===== config.mk =====
export PLATFORM = sky130hd
export DESIGN_NAME = sipo_deser
export DESIGN_NICKNAME = d
export VERILOG_FILES = /design/src/rtl/sipo_pkg.sv /design/src/rtl/sipo_bit_ctr.sv /design/src/rtl/sipo_deser.sv
export SDC_FILE = /design/constraint.sdc
export NUM_CORES = 1
export LEC_CHECK = 0
export CORE_MARGIN = 3
export CORE_UTILIZATION = 40
export DETAILED_ROUTE_END_ITERATION = 16
export GPL_TIMING_DRIVEN = 0
export HOLD_SLACK_MARGIN = 0.02
export PLACE_DENSITY = 0.72
export SLEW_MARGIN = 20
export SYNTH_ARGS = -nofsm -noshare
export SYNTH_HDL_FRONTEND = slang
export SYNTH_SLANG_ARGS = --single-unit

===== constraint.sdc =====
create_clock -name clk -period 1.3 [get_ports clk]
set_input_delay 0.195 -clock clk [delete_from_list [all_inputs] [get_ports clk]]
set_output_delay 0.195 -clock clk [all_outputs]
set_load 0.005 [all_outputs]

===== src/rtl/sipo_pkg.sv =====
// Shared types and helpers for the serial-to-parallel deserializer.
// SIPO_PARITY_EN adds the PARITY state and a trailing even-parity bit per frame.
package sipo_pkg;

`ifdef SIPO_PARITY_EN
  typedef enum logic [1:0] {
    IDLE   = 2'd0,
    SHIFT  = 2'd1,
    PARITY = 2'd2
  } state_t;
  localparam int PARITY_BITS = 1;
`else
  typedef enum logic [1:0] {
    IDLE  = 2'd0,
    SHIFT = 2'd1
  } state_t;
  localparam int PARITY_BITS = 0;
`endif

  // A counter must hold the values 0 .. frame_len-1.
  function automatic int ctr_width(input int frame_len);
    return (frame_len < 2) ? 1 : $clog2(frame_len);
  endfunction

endpackage


===== src/rtl/sipo_bit_ctr.sv =====
// Frame bit counter: counts sampled bits and flags the last bit of a frame.
module sipo_bit_ctr #(
  parameter int LAST = 7,
  parameter int CW   = 3
) (
  input  logic          clk,
  input  logic          rst_n,
  input  logic          i_clear,
  input  logic          i_en,
  output logic [CW-1:0] o_count,
  output logic          o_tc
);

  localparam logic [CW-1:0] LAST_C = CW'(LAST);

  logic [CW-1:0] r_count;

  assign o_tc    = (r_count == LAST_C);
  assign o_count = r_count;

  always_ff @(posedge clk or negedge rst_n) begin
    if (!rst_n) begin
      r_count <= '0;
    end else if (i_clear) begin
      r_count <= '0;
    end else if (i_en) begin
      if (o_tc) r_count <= '0;
      else      r_count <= r_count + 1'b1;
    end
  end

endmodule


===== src/rtl/sipo_deser.sv =====
// Serial-in parallel-out deserializer with valid/ready output and sticky overrun.
// Build option SIPO_PARITY_EN: frame gains an even-parity bit and a parity_err output.
module sipo_deser
  import sipo_pkg::*;
#(
  parameter int WIDTH     = 8,
  parameter int LSB_FIRST = 1
) (
  input  logic             clk,
  input  logic             rst_n,
  input  logic             data_in,
  input  logic             shift_en,
  input  logic             clear,
  input  logic             ready,
  output logic [WIDTH-1:0] q,
  output logic             valid,
  output logic             busy,
  output logic             overrun,
`ifdef SIPO_PARITY_EN
  output logic             parity_err,
`endif
  output logic [1:0]       o_dbg_state
);

  // Output handshake: q is offered while valid=1 and is taken on any rising
  // edge where valid && ready; a word completing on that edge replaces it.
  localparam int FRAME_LEN = WIDTH + PARITY_BITS;
  localparam int CW        = ctr_width(FRAME_LEN);

  state_t           r_state;
  logic [WIDTH-1:0] r_sr;
  logic [WIDTH-1:0] r_q;
  logic             r_valid;
  logic             r_overrun;

  logic [CW-1:0]    w_count;
  logic             w_tc;
  logic             w_shift;
  logic             w_sr_shift;
  logic             w_done;
  logic [WIDTH-1:0] w_sr_next;
  logic [WIDTH-1:0] w_word;

  assign w_shift = shift_en & ~clear;
  assign w_done  = w_shift & w_tc;

  always_comb begin
    if (LSB_FIRST != 0) w_sr_next = {data_in, r_sr[WIDTH-1:1]};
    else                w_sr_next = {r_sr[WIDTH-2:0], data_in};
  end

`ifdef SIPO_PARITY_EN
  localparam logic [CW-1:0] LAST_DATA = CW'(WIDTH-1);
  logic r_perr;
  logic w_perr;
  // The parity bit is never shifted into the data register.
  assign w_sr_shift = w_shift & (r_state != PARITY);
  assign w_word     = r_sr;
  assign w_perr     = ^{r_sr, data_in};
  assign parity_err = r_perr;
`else
  assign w_sr_shift = w_shift;
  assign w_word     = w_sr_next;
`endif

  sipo_bit_ctr #(
    .LAST (FRAME_LEN - 1),
    .CW   (CW)
  ) u_ctr (
    .clk     (clk),
    .rst_n   (rst_n),
    .i_clear (clear),
    .i_en    (shift_en),
    .o_count (w_count),
    .o_tc    (w_tc)
  );

  always_ff @(posedge clk or negedge rst_n) begin
    if (!rst_n) begin
      r_state   <= IDLE;
      r_sr      <= '0;
      r_q       <= '0;
      r_valid   <= 1'b0;
      r_overrun <= 1'b0;
`ifdef SIPO_PARITY_EN
      r_perr    <= 1'b0;
`endif
    end else if (clear) begin
      r_state   <= IDLE;
      r_sr      <= '0;
      r_valid   <= 1'b0;
      r_overrun <= 1'b0;
`ifdef SIPO_PARITY_EN
      r_perr    <= 1'b0;
`endif
    end else begin
      if (w_sr_shift) r_sr <= w_sr_next;
      if (w_shift) begin
        if (w_tc) r_state <= IDLE;
`ifdef SIPO_PARITY_EN
        else if (w_count == LAST_DATA) r_state <= PARITY;
`endif
        else r_state <= SHIFT;
      end
      if (w_done) begin
        r_q     <= w_word;
        r_valid <= 1'b1;
`ifdef SIPO_PARITY_EN
        r_perr  <= w_perr;
`endif
        if (r_valid && !ready) r_overrun <= 1'b1;
      end else if (r_valid && ready) begin
        r_valid <= 1'b0;
      end
    end
  end

  assign q           = r_q;
  assign valid       = r_valid;
  assign overrun     = r_overrun;
  assign busy        = (w_count != '0);
  assign o_dbg_state = r_state;

endmodule


Word level (Yosys, flattened, before mapping) --
Index checks and enable logic that the tools add are counted.
Word-level totals: register bits after elaboration 23, output and inout port bits 13, word-level logic and storage cells 36
Operators by class: add/subtract/negate cells 1, equality and inequality tests 1, mux-type cells 14, bitwise gates (word level) 3, reduce and logical (&&, ||, !) cells 11
Operator list (number):
- $mux W8 | 2
- $mux W3 | 3
- $reduce_bool A2 Y1 | 4
- $mux W1 | 7
- $reduce_bool A3 Y1 | 2
- $mux W2 | 2
- $reduce_and A2 Y1 | 2
- $add A3 B1 Y3 const B | 1
- $eq A3 B3 Y1 const B | 1
- $and A1 B1 Y1 | 2
- $logic_and A1 B1 Y1 | 2
- $logic_not A1 Y1 | 1
- $not A1 Y1 | 1

Longest topological paths before layout --
depth in word-level cells 5, depth in mapped cells 4, depth with buffers taken out 4

Hierarchy --
Synthesis repeated with hierarchy kept, for this count alone.
Second synthesis, totals: cell total of the unflattened synthesis 67, area total of the unflattened synthesis 887.1 µm²
Modules (own cells, without submodules):
- sipo_deser | times used 1, cells an instance 55, area each 735.7 µm²
- sipo_bit_ctr | times used 1, cells an instance 12, area each 151.4 µm²

Worst setup path after synthesis --
Ideal clock, no wire load.
kind reg-to-reg, start register u_ctr.r_count[0] (netlist: u_ctr.o_count[0]), end register r_q[0] (netlist: q[0]), data arrival time 1270 ps, required time 1175 ps, slack -95 ps, cell stages (with the launch flop) 5, buffers on the path 0, clock period less this slack 1395 ps, cells stage by stage dfrtp_1 > ha_1 > ha_1 > nand3b_4 > mux2_2
Between the ends: word-level cells in the longest chain between the ends 3
RTL lines:
- start, declared | RTL line sipo_bit_ctr.sv:16 | logic [CW-1:0] r_count;
- start signal, assigned | RTL line sipo_bit_ctr.sv:28 | else r_count <= r_count + 1'b1;
- $eq A3 B3 Y1 | RTL line sipo_bit_ctr.sv:18 | assign o_tc = (r_count == LAST_C);
- $and A1 B1 Y1 | RTL line sipo_deser.sv:45 | assign w_done = w_shift & w_tc;
- $reduce_and A2 Y1 (no line)
- end signal, assigned | RTL line sipo_deser.sv:106 | r_q <= w_word;
- end, declared | RTL line sipo_deser.sv:32 | logic [WIDTH-1:0] r_q;
No other way between the ends. A chain may end at the register's enable or synchronous reset.

Worst setup path in the final report --
start register u_ctr.r_count[1] (netlist: u_ctr.o_count[1]), end register r_q[7] (netlist: q[7])
Same word-level chain as after synthesis.

==> impl_results.md <==
- Max Buffers Root-to-Sink: 2
- Vias after detailed routing: 592
- PnR worst setup slack: -0.145 ns
- CP required: 1.50 ns
- Status: finished with violations
- Post-Synth XOR/XNOR Area: 0.966%
- Post-DP HPWL: 1050 microns
- Clock slew at reported path FFs: 0.12 ns
- Clock skew: around 0.0015 ns
- Final Non-Filler Cells: between 100 and 150
- Register-to-Register Setup Slack: -0.14 ns
- Area leader, netlist: dfrtp_1
- Vias in the first global route: roughly 580
- Row count: 16
- Ys async rst share: 100%
- RR Endpoint: q[7]
- Slew margin rel.: 39.2%
- Core area: 2060 sq um
- Least-Margin Pin Slew: 0.909 ns
- Synth Register Bits: 21
- Post-synth EDFFs: 0
- Sw Pwr: ~270 uW
- Antenna-violating nets left: 0
- Syn. warnings: 0
- Initial antenna violation count: 0
- Largest cells by area after synthesis: dfrtp_1 58%, mux2i_1 9.9%, mux2_2 9.9%
- Die H: roughly 54 microns
- Mapped Avg Cell Area: 13.0 sq um
- Die area: 2880 sq um
- Crit path from: u_ctr.o_count[1]
- Met3 usage: 3.60%
- Cell-internal power: 850 uW
- Port bufs: 16
- CTS root buf: clkbuf_4
- Critical R2R Launch: u_ctr.o_count[1]
- Sequential cell area: 526 sq um
- Synth top area share: 57.9%
- Violated checks: negative setup slack
- Unrepaired setup endpoints after global routing: yes
- Crit-path max FO: 8
- Drc violations: 0
- Startpoint types: flop
- Seq pwr share: 60.2%
- R2r worst-path depth: 5
- Post-DR vias/cell: between 4 and 5
- DRT iter0 DRCs: 3
- Fin. Hold Viols: 0
- Area fraction in and, or, nand and nor cells after synthesis: 10.5%
- H-tree levels: 1
- Syn Nets: between 70 and 80
- Compound-Gate Fraction of Synth Area: 1.66%
- Tot Pwr: between 1 and 1.5 mW
- Total GRT Usage: 13.1%
- Largest net degree at the start of global routing: 22
- CTS tree: built
- Setup Viol. Count Final: 11
- Adder and majority cell fraction of the synthesized area: 4.14%
- Fmax: 692 MHz
- Pleak: around 0.7 nW
- Post-synth top flop: dfrtp_1
- Die Span X: 53.6 microns
- First-pass DRT Iterations: 4
- Seq/Total Area, Yosys: 57.9%
- First-pass GRT wire length: 2620 microns
- WL per Instance: 13.2 microns
- Maximum Capacitance Violations: 0
- Routability Congestion: 0.662
- Final nets: 109
- Total Routed Length: 1660 microns
- Total congestion overflow: 0
- Clock power frac: between 20% and 30%
- Setup crit end: q[7]
- Share of layout cells above drive strength 1: 32.3%
- Final TNS setup: -1.38 ns
- Setup Slack @ Placement: -0.171 ns
- Slew Viols, Final: 0
- Multi-input logic area: 409 sq um
- CTS buffer count: 3
- Num ports: 19
- Final worst-path cycle share: 111%
- Clk sinks: 21
- Hold Crit Start: shift_en
- Fill count: between 150 and 200
- VDD IR max: roughly 0.73 mV
- Placed cells: 113
- Power Density: around 890 nW/um^2
- Mapped Cells: 70
- Critical Path End Type: flop
- Most Crowded Layer GR: met2
- Min-Delay Path Class: in2reg
- Kind of critical path: reg2reg
- Worst skew pair latency: 0.30 ns
- Clock period minus worst slack: between 1 and 1.5 ns
- Post-Syn Area: 907 sq um
- Starting density of the core: between 40 and 50%
- Worst Path Arrival: between 1.5 and 2 ns
- Diodes inserted: 0
- Met1 Use GR: around 18%
- Post-synthesis mux area share: 19.9%
- Synth cell types: 16
- Largest family of logic cells by synthesized area: multiplexers
- Comb pwr share: about an eighth
- Sw frac: between 20% and 30%
- Syn-to-layout area delta: 38.6%
- Global-route met2 utilization: around 18%
## power by group through the flow
| stage | clock network, mW | registers, mW | logic [mW] |
|---|---|---|---|
| after global routing | 0.355 | 0.675 | 0.147 |
| after detailed placement | 0 | 0.688 | 0.107 |
| after floorplan | 0 | 0.686 | 0.0565 |
| after global placement | 0 | 0.688 | 0.106 |
| after CTS | 0.328 | 0.674 | 0.124 |
| final | 0.313 | 0.674 | 0.132 |
## cells by family after synthesis
| family | count (synthesis) |
|---|---|
| DFF | 21 |
| adders and majority gates | 3 |
| xor gates and xnor gates | 1 |
| buffers and inverters | 7 |
| and+or+nand+nor | 17 |
| AOI/OAI and AO/OA | 3 |
| other | 1 |
| muxes | 17 |
## flip-flops by register name, indices dropped and copies added, names as in the netlist
register and cells:
o_dbg_state 1, overrun 1, q 8, r_sr 7, u_ctr.o_count 3, valid 1
## placed cells by master (no fill, tap or decap), drive strengths merged
cell type,instances
dfrtp,21
buf,13
dlygate4sd2,11
nor2,10
mux2i,9
mux2,8
clkdlybuf4s50,4
nand2b,4
clkbuf,4
inv,3
a21oi,3
ha,3
nand3b,1
xnor2,1
nand2,1
nand4b,1
conb,1
clkinv,1
## cell type report
cell class              instances  share of cell area [%]
clock buffers                   3                    1.79
multi-input cells              42                    32.5
flip-flops and latches         21                    41.8
well taps                      27                    2.69
clock inverters                 1                   0.398
plain buffers                   4                    2.39
inverters                       3                   0.896
repair buffers                 25                    17.5
## how the worst min path moves through the flow
stage | cells past startpoint | to
3_5_place_dp | 1 | q[0]
3_3_place_gp | 1 | q[5]
4_1_cts | 3 | o_dbg_state[0]
2_1_floorplan | 0 | o_dbg_state[0]
6_report | 3 | o_dbg_state[0]
5_1_grt | 3 | o_dbg_state[0]
## Yosys cell counts (2+ instances only)
master,number
mux2_2,8
inv_1,3
nor2_1,10
ha_1,3
dfrtp_1,21
a21oi_1,3
nand2b_1,4
mux2i_1,9
buf_4,2
## stage by stage
stage               hold slack (ns)  instance area [sq um]  utilization [%]
finish                        0.199                   1260             61.0
global route                  0.186                   1260             61.0
global placement              0.489                   1120             54.1
detailed placement            0.492                   1120             54.1
CTS                           0.187                   1220             59.4
floorplan                    -0.101                    922                -
## repair_timing
item,4_1_cts,5_1_grt
setup endpoints to repair,20,10
pin swaps,0,3
gates resized for setup,26,5
buffers inserted,7,2
endpoints found under the hold margin,0,0
hold buffers,0,0
## routing by layer
metal / vias to the layer above / share of wire [%] / wire [microns]
met5: - / 0 / 0
met1: 283 / 44 / 732
met2: 16 / 50 / 831
met4: 0 / 0.42 / 7
li1: 291 / - / -
met3: 2 / 5.5 / 92
## worst max-delay path, stage by stage, from the launching register on
cell and delay (ns):
dfrtp_1 0.41, buf_6 0.13, ha_4 0.15, ha_4 0.16, nand3b_4 0.18, mux2_4 0.32
Note: power is estimated with default switching activity, not from simulation.
